### src/rtl/cpu_pkg.sv
// cpu_pkg: shared definitions for the cpu_ctrl controller.
//   state_t      - controller FSM states
//   instr_cls_t  - decoded instruction class
//   OPC_* / OP_* - opcode ([15:13]) and op ([12:11]) field values
//   ALU_*        - ALU_op output encodings
//   WB_*         - wb_sel output encodings
//   sext8()      - sign-extend an 8-bit immediate to the 16-bit datapath
package cpu_pkg;

    typedef enum logic [2:0] {
        S_WAIT   = 3'd0,
        S_GET_A  = 3'd1,
        S_GET_B  = 3'd2,
        S_CALC   = 3'd3,
        S_WR_REG = 3'd4,
        S_WR_IMM = 3'd5
    } state_t;

    typedef enum logic [2:0] {
        CLS_MOV_IMM = 3'd0,
        CLS_MOV_REG = 3'd1,
        CLS_ADD     = 3'd2,
        CLS_CMP     = 3'd3,
        CLS_AND     = 3'd4,
        CLS_MVN     = 3'd5,
        CLS_ILLEGAL = 3'd6
    } instr_cls_t;

    localparam logic [2:0] OPC_ALU = 3'b101;
    localparam logic [2:0] OPC_MOV = 3'b110;

    localparam logic [1:0] OP_ADD     = 2'b00;
    localparam logic [1:0] OP_CMP     = 2'b01;
    localparam logic [1:0] OP_AND     = 2'b10;
    localparam logic [1:0] OP_MVN     = 2'b11;
    localparam logic [1:0] OP_MOV_REG = 2'b00;
    localparam logic [1:0] OP_MOV_IMM = 2'b10;

    localparam logic [1:0] ALU_ADD   = 2'b00;
    localparam logic [1:0] ALU_SUB   = 2'b01;
    localparam logic [1:0] ALU_AND   = 2'b10;
    localparam logic [1:0] ALU_NOT_B = 2'b11;

    localparam logic [1:0] WB_C   = 2'b00;
    localparam logic [1:0] WB_IMM = 2'b10;

    function automatic logic [15:0] sext8(input logic [7:0] imm);
        return {{8{imm[7]}}, imm};
    endfunction

endpackage

### src/rtl/cpu_ctrl_instr_dec.sv
// instr_dec: purely combinational decode of an instruction word.
//   ir      in  16  instruction word
//   rn      out 3   ir[10:8]
//   rd      out 3   ir[7:5]
//   rm      out 3   ir[2:0]
//   shift   out 2   ir[4:3]
//   sximm8  out 16  ir[7:0] sign-extended
//   cls     out 3   instruction class (instr_cls_t)
//   illegal out 1   word is not a defined instruction
module instr_dec
    import cpu_pkg::*;
(
    input  logic [15:0] ir,
    output logic [2:0]  rn,
    output logic [2:0]  rd,
    output logic [2:0]  rm,
    output logic [1:0]  shift,
    output logic [15:0] sximm8,
    output instr_cls_t  cls,
    output logic        illegal
);

    logic [2:0] opcode;
    logic [1:0] op;

    assign opcode = ir[15:13];
    assign op     = ir[12:11];
    assign rn     = ir[10:8];
    assign rd     = ir[7:5];
    assign shift  = ir[4:3];
    assign rm     = ir[2:0];
    assign sximm8 = sext8(ir[7:0]);

    always_comb begin
        cls     = CLS_ILLEGAL;
        illegal = 1'b1;
        case (opcode)
            OPC_ALU: begin
                illegal = 1'b0;
                case (op)
                    OP_ADD:  cls = CLS_ADD;
                    OP_CMP:  cls = CLS_CMP;
                    OP_AND:  cls = CLS_AND;
                    default: cls = CLS_MVN;
                endcase
            end
            OPC_MOV: begin
                // Only MOV imm and MOV reg exist; the other two op codes stay illegal.
                if (op == OP_MOV_IMM) begin
                    cls     = CLS_MOV_IMM;
                    illegal = 1'b0;
                end else if (op == OP_MOV_REG) begin
                    cls     = CLS_MOV_REG;
                    illegal = 1'b0;
                end
            end
            default: begin
                cls     = CLS_ILLEGAL;
                illegal = 1'b1;
            end
        endcase
    end

endmodule

### src/rtl/cpu_ctrl.sv
// cpu_ctrl: multi-cycle controller for a 16-bit, 8-register datapath.
//   clk, rst        clock, synchronous active-high reset
//   start, instr    execute request and the instruction to execute
//   ZNV             ALU flags {Z,N,V} from the current A/B registers
//   waiting         controller idle in WAIT
//   r_addr, en_A, en_B           register read / operand load
//   sel_A, shift_op, ALU_op, en_C  ALU control and result load
//   w_addr, w_en, wb_sel, sximm8   register write-back
//   status          latched {Z,N,V} from the last CMP
//   err             last accepted instruction was undefined
//
// Handshake: waiting acts as ready. start is a one-cycle request that is
// accepted only on an edge where the controller is in WAIT (waiting=1);
// start in any other state is dropped, and instr is captured into IR at
// acceptance so later changes on instr have no effect.
//
// All control outputs are registers: the always_comb computes the next state
// and then the outputs belonging to that next state, so each output is valid
// for the whole cycle the FSM spends in the named state. The decoder looks at
// ir_d so the outputs of the first post-accept state come from the new word.
module cpu_ctrl
    import cpu_pkg::*;
(
    input  logic        clk,
    input  logic        rst,
    input  logic        start,
    input  logic [15:0] instr,
    input  logic [2:0]  ZNV,
    output logic        waiting,
    output logic [2:0]  r_addr,
    output logic        en_A,
    output logic        en_B,
    output logic        sel_A,
    output logic [1:0]  shift_op,
    output logic [1:0]  ALU_op,
    output logic        en_C,
    output logic [2:0]  w_addr,
    output logic        w_en,
    output logic [1:0]  wb_sel,
    output logic [15:0] sximm8,
    output logic [2:0]  status,
    output logic        err
);

    state_t      state_q, state_d;
    logic [15:0] ir_q, ir_d;
    logic [2:0]  status_q, status_d;
    logic        err_q, err_d;
    logic        waiting_q, waiting_d;
    logic [2:0]  r_addr_q, r_addr_d;
    logic        en_a_q, en_a_d;
    logic        en_b_q, en_b_d;
    logic        sel_a_q, sel_a_d;
    logic [1:0]  shift_op_q, shift_op_d;
    logic [1:0]  alu_op_q, alu_op_d;
    logic        en_c_q, en_c_d;
    logic [2:0]  w_addr_q, w_addr_d;
    logic        w_en_q, w_en_d;
    logic [1:0]  wb_sel_q, wb_sel_d;
    logic [15:0] sximm8_q, sximm8_d;

    logic [2:0]  dec_rn, dec_rd, dec_rm;
    logic [1:0]  dec_shift;
    logic [15:0] dec_sximm8;
    instr_cls_t  dec_cls;
    logic        dec_illegal;

    // IR capture kept apart from the main block so the decoder feeding the
    // next-state logic does not form a loop through the same process.
    always_comb begin
        ir_d = ir_q;
        if (state_q == S_WAIT && start) begin
            ir_d = instr;
        end
    end

    instr_dec u_dec (
        .ir      (ir_d),
        .rn      (dec_rn),
        .rd      (dec_rd),
        .rm      (dec_rm),
        .shift   (dec_shift),
        .sximm8  (dec_sximm8),
        .cls     (dec_cls),
        .illegal (dec_illegal)
    );

    always_comb begin
        state_d    = state_q;
        status_d   = status_q;
        err_d      = err_q;
        waiting_d  = 1'b0;
        r_addr_d   = 3'd0;
        en_a_d     = 1'b0;
        en_b_d     = 1'b0;
        sel_a_d    = 1'b0;
        shift_op_d = 2'b00;
        alu_op_d   = ALU_ADD;
        en_c_d     = 1'b0;
        w_addr_d   = 3'd0;
        w_en_d     = 1'b0;
        wb_sel_d   = WB_C;
        sximm8_d   = dec_sximm8;

        case (state_q)
            S_WAIT: begin
                if (start) begin
                    err_d = dec_illegal;
                    case (dec_cls)
                        CLS_MOV_IMM:          state_d = S_WR_IMM;
                        CLS_MOV_REG, CLS_MVN: state_d = S_GET_B;
                        CLS_ADD, CLS_AND,
                        CLS_CMP:              state_d = S_GET_A;
                        default:              state_d = S_WAIT;
                    endcase
                end
            end
            S_GET_A: state_d = S_GET_B;
            S_GET_B: state_d = S_CALC;
            S_CALC: begin
                // CMP only updates flags; everything else writes its result back.
                if (dec_cls == CLS_CMP) begin
                    status_d = ZNV;
                    state_d  = S_WAIT;
                end else begin
                    state_d  = S_WR_REG;
                end
            end
            default: state_d = S_WAIT;
        endcase

        case (state_d)
            S_WAIT: waiting_d = 1'b1;
            S_GET_A: begin
                r_addr_d = dec_rn;
                en_a_d   = 1'b1;
            end
            S_GET_B: begin
                r_addr_d = dec_rm;
                en_b_d   = 1'b1;
            end
            S_CALC: begin
                en_c_d     = 1'b1;
                shift_op_d = dec_shift;
                case (dec_cls)
                    CLS_MOV_REG: begin
                        // MOV reg is 0 + shifted Rm.
                        sel_a_d  = 1'b1;
                        alu_op_d = ALU_ADD;
                    end
                    CLS_CMP: alu_op_d = ALU_SUB;
                    CLS_AND: alu_op_d = ALU_AND;
                    CLS_MVN: alu_op_d = ALU_NOT_B;
                    default: alu_op_d = ALU_ADD;
                endcase
            end
            S_WR_REG: begin
                w_addr_d = dec_rd;
                w_en_d   = 1'b1;
                wb_sel_d = WB_C;
            end
            S_WR_IMM: begin
                w_addr_d = dec_rn;
                w_en_d   = 1'b1;
                wb_sel_d = WB_IMM;
            end
            default: waiting_d = 1'b0;
        endcase
    end

    always_ff @(posedge clk) begin
        if (rst) begin
            state_q    <= S_WAIT;
            ir_q       <= 16'h0000;
            status_q   <= 3'b000;
            err_q      <= 1'b0;
            waiting_q  <= 1'b1;
            r_addr_q   <= 3'd0;
            en_a_q     <= 1'b0;
            en_b_q     <= 1'b0;
            sel_a_q    <= 1'b0;
            shift_op_q <= 2'b00;
            alu_op_q   <= ALU_ADD;
            en_c_q     <= 1'b0;
            w_addr_q   <= 3'd0;
            w_en_q     <= 1'b0;
            wb_sel_q   <= WB_C;
            sximm8_q   <= 16'h0000;
        end else begin
            state_q    <= state_d;
            ir_q       <= ir_d;
            status_q   <= status_d;
            err_q      <= err_d;
            waiting_q  <= waiting_d;
            r_addr_q   <= r_addr_d;
            en_a_q     <= en_a_d;
            en_b_q     <= en_b_d;
            sel_a_q    <= sel_a_d;
            shift_op_q <= shift_op_d;
            alu_op_q   <= alu_op_d;
            en_c_q     <= en_c_d;
            w_addr_q   <= w_addr_d;
            w_en_q     <= w_en_d;
            wb_sel_q   <= wb_sel_d;
            sximm8_q   <= sximm8_d;
        end
    end

    assign waiting  = waiting_q;
    assign r_addr   = r_addr_q;
    assign en_A     = en_a_q;
    assign en_B     = en_b_q;
    assign sel_A    = sel_a_q;
    assign shift_op = shift_op_q;
    assign ALU_op   = alu_op_q;
    assign en_C     = en_c_q;
    assign w_addr   = w_addr_q;
    assign w_en     = w_en_q;
    assign wb_sel   = wb_sel_q;
    assign sximm8   = sximm8_q;
    assign status   = status_q;
    assign err      = err_q;

endmodule

### config.mk
export PLATFORM = sky130hd
export DESIGN_NAME = cpu_ctrl
export DESIGN_NICKNAME = d
export VERILOG_FILES = /design/src/rtl/cpu_pkg.sv /design/src/rtl/cpu_ctrl_instr_dec.sv /design/src/rtl/cpu_ctrl.sv
export SDC_FILE = /design/constraint.sdc
export NUM_CORES = 1
export LEC_CHECK = 0
export ABC_AREA = 1
export CAP_MARGIN = 15
export CORE_MARGIN = 2
export CORE_UTILIZATION = 30
export CTS_CLUSTER_SIZE = 20
export DETAILED_ROUTE_END_ITERATION = 12
export SLEW_MARGIN = 20
export SYNTH_ARGS = -nofsm -noshare
export SYNTH_HDL_FRONTEND = slang
export SYNTH_SLANG_ARGS = --single-unit
export TNS_END_PERCENT = 1
### constraint.sdc
create_clock -name clk -period 1.5 [get_ports clk]
set_input_delay 0.3 -clock clk [delete_from_list [all_inputs] [get_ports clk]]
set_output_delay 0.3 -clock clk [all_outputs]
set_load 0.02 [all_outputs]
==> flow_metrics.py <==
metrics = {
    "floorplan": {
        "die_h_um": 80.14,
        "start_util": 0.3139,
        "ios": 60,
        "core-area_um2": 5540,
        "rows": 27,
        "floorplan.die_area_um2": 6422,
        "die_w_um": 80.14,
    },
    "yosys": {
        "synth_area_leaders": "dfxtp_1 46%, buf_4 7.3%, nor2_1 5.2%",
        "synth-simple-area-share": 0.2784,
        "synth_top_family_by_area": "simple AND/OR/NAND/NOR gates",
        "ys_types": 28,
        "ys_seq_elements": 40,
        "synth-compound-area-share": 0.09784,
        "avgSynthCellArea_um2": 8.484,
        "synth_top_cell_by_area": "dfxtp_1",
        "synth_top_area_frac": 0.4604,
        "syn_nets": 227,
        "synthMuxAreaShare": 0.01727,
        "ys_warn_count": 0,
        "yosysSeqAreaShare": 0.4604,
        "syn_area_um2": 1739,
        "synthAdderAreaFrac": 0,
        "synth_xor_area_frac": 0,
        "synth_cells": 205,
    },
    "setup_path": {
        "cpMaxStageDelayCell": "dfxtp_2",
        "cpMostUsedCell": "nand2_4",
        "critical_path_peak_fanout": 5,
        "critPathKind": "reg2reg",
        "required_ns": 1.76,
        "worstPathArrival_ns": 2.04,
        "path_cells": "nor2_4 -> buf_6 -> nand4_1 -> nand2_4 -> nand3_4 -> inv_2 -> nand2_4 -> nand2_4 -> nand2_2 -> nand2_4 -> nand2_4 -> nor2_4 -> nand3_1 -> nand2_1",
        "rrSetupSlack_ns": -0.28,
        "crit_path_end_kind": "register",
        "worst_path_largest_cell_delay_ns": 0.34,
        "start_kind": "register",
    },
    "sta": {
        "rsz0062_at_grt": "true",
        "finalHoldViolations": 0,
        "max_freq_mhz": 561.2,
        "slew_violations": 0,
        "fin_crit_ns": 1.782,
        "finalWorstSetupSlack_ns": -0.2817,
        "finalSetupViolations": 17,
        "fin_skew_ns": 0.01232,
        "fin_setup_tns_ns": -4.116,
        "finalCritPeriodShare": 1.188,
        "hold_ws_ns": 0.4793,
    },
    "power": {
        "p_int_mw": 2.362,
        "power.total_mw": 3.625,
        "swShare": 0.3485,
        "p_leak_nw": 1.311,
        "sequentialPowerShare": 0.352,
        "pwr-share-comb": 0.401,
        "ir_drop_mv": 0.6745,
        "p_per_area_nw_per_um2": 1363,
        "p_sw_mw": 1.263,
        "pwr-share-clk": 0.248,
    },
    "detailed_routing": {
        "wl_um": 3979,
        "first_pass_iters": 4,
        "wl_per_cell_um": 11.18,
        "drtIter0Drc": 31,
        "via_per_inst": 4.216,
        "remaining_drc_errors": 0,
        "via_count": 1501,
        "ant_nets": 0,
    },
    "place": {
        "placed_area_um2": 2507,
        "pre_cts_slack_ns": -0.7127,
        "io_buffers": 58,
        "place_hpwl_um": 3087,
        "placedCellCount": 345,
        "gp_congestion": 0.8150,
    },
    "clock_tree": {
        "h-tree-depth": 2,
        "cts_tree": "yes",
        "clk_path_buf_depth": 2,
        "numCtsBuffers": 5,
        "cts.sinks": 40,
        "insertion_delay_ns": 0.30,
        "path_clk_slew_ns": 0.09,
        "cts-root-buf": "clkbuf_8",
    },
    "grt": {
        "grt_pass1_wl_um": 6479,
        "grt_usage": 0.1327,
        "grt_max_degree": 15,
        "antenna_found_initial": 0,
        "grt_pass1_vias": 1411,
        "gr-total-overflow": 0,
    },
    "cells_and_area": {
        "final_cell_mix": "38 x dlygate4sd2_1, 37 x dfxtp_1, 33 x buf_4",
        "fin_util": 0.4801,
        "final_common_cell": "dlygate4sd2_1",
        "fin_cells": 356,
        "area_growth_pct": 52.95,
        "num_antenna_cells": 0,
        "final_nets": 305,
        "drive_gt1_frac": 0.3169,
        "fin_area_um2": 2660,
    },
    "flow_run": {
        "drv_cap": 0,
    },
    "status": {
        "status": "complete, but fails checks",
        "failed_checks": "setup timing",
    },
    "hold_path": {
        "hp-class": "reg2reg",
    },
}
[logic make-up (layout without fill, tap and decap cells)]
group | after synthesis | in the layout
compound gates | 27 | 27
buf+inv | 47 | 126
flops | 40 | 40
mux | 3 | 3
other cells | 1 | 1
simple gates | 87 | 87
[area by class of cell]
| cell class | count | area, um^2 |
|---|---|---|
| Clock inverter | 3 | 46.29 |
| Clock buffer | 5 | 68.82 |
| Tap cell | 72 | 90.09 |
| Timing Repair Buffer | 94 | 814.5 |
| Sequential cell | 40 | 804.5 |
| Fill cell | 594 | 2880 |
| Multi-Input combinational cell | 118 | 745.7 |
| Inverter | 24 | 90.09 |
[final timing paths]
path,from,end,cells past startpoint
max reg2reg,state_q[2],r_addr[2],14
max,state_q[2],r_addr[2],14
min,status[1],status[1],2
min reg2reg,status[1],status[1],2
[Yosys cell counts]
master    number
o21ai_0        6
buf_6          1
a22o_1         3
o21ai_4        1
nand3_1        8
inv_1         19
a31oi_1        1
o21ai_2        3
inv_2          5
nor2_1        24
nand4_2        1
buf_2          2
nor2_4         4
dfxtp_1       40
nand2_4        5
nand3_2        2
nand3_4        1
conb_1         1
mux2i_1        3
nor3_1         4
nand2_1       22
nand4_1        5
nand2_2        9
or2_2          2
clkbuf_1       3
o21ai_1        2
buf_4         17
a21oi_1       11
[metal layers]
| metal | vias up | global-route usage | share of wire |
|---|---|---|---|
| met5 | - | 0 | 0 |
| met2 | 51 | 0.2042 | 0.44 |
| met3 | 6 | 0.05281 | 0.089 |
| li1 | 787 | - | - |
| met1 | 657 | 0.1679 | 0.45 |
| met4 | 0 | 0.04576 | 0.014 |
[critical path: cells and delay by family, from the launching register on]
family	cells	cell delay (ns)
buffers and inverters	2	0.22
DFF	1	0.34
and+or+nand+nor	12	1.19
[timing repair]
action,4_1_cts,5_1_grt
buffers inserted,1,2
hold buffers,0,0
gates resized for setup,45,12
setup endpoints to repair,64,36
hold endpoints to repair,0,0
pin swaps,10,7
[flip-flops by register name, summed over array words and instances (netlist names), 2 cells and up]
register and count:
r_addr 3, ir_q 16, state_q 3, w_addr 3
status 3, ALU_op 2, shift_op 2
[power by group through the flow]
stage	Clock, mW	Combinational [mW]	Sequential (mW)
finish	0.898	1.45	1.27
floorplan	0	0.829	1.36
global placement	0	1.43	1.30
CTS	0.921	1.41	1.28
global route	0.974	1.60	1.29
detailed placement	0	1.44	1.30
No activity file was read; power rests on OpenSTA's default activity.
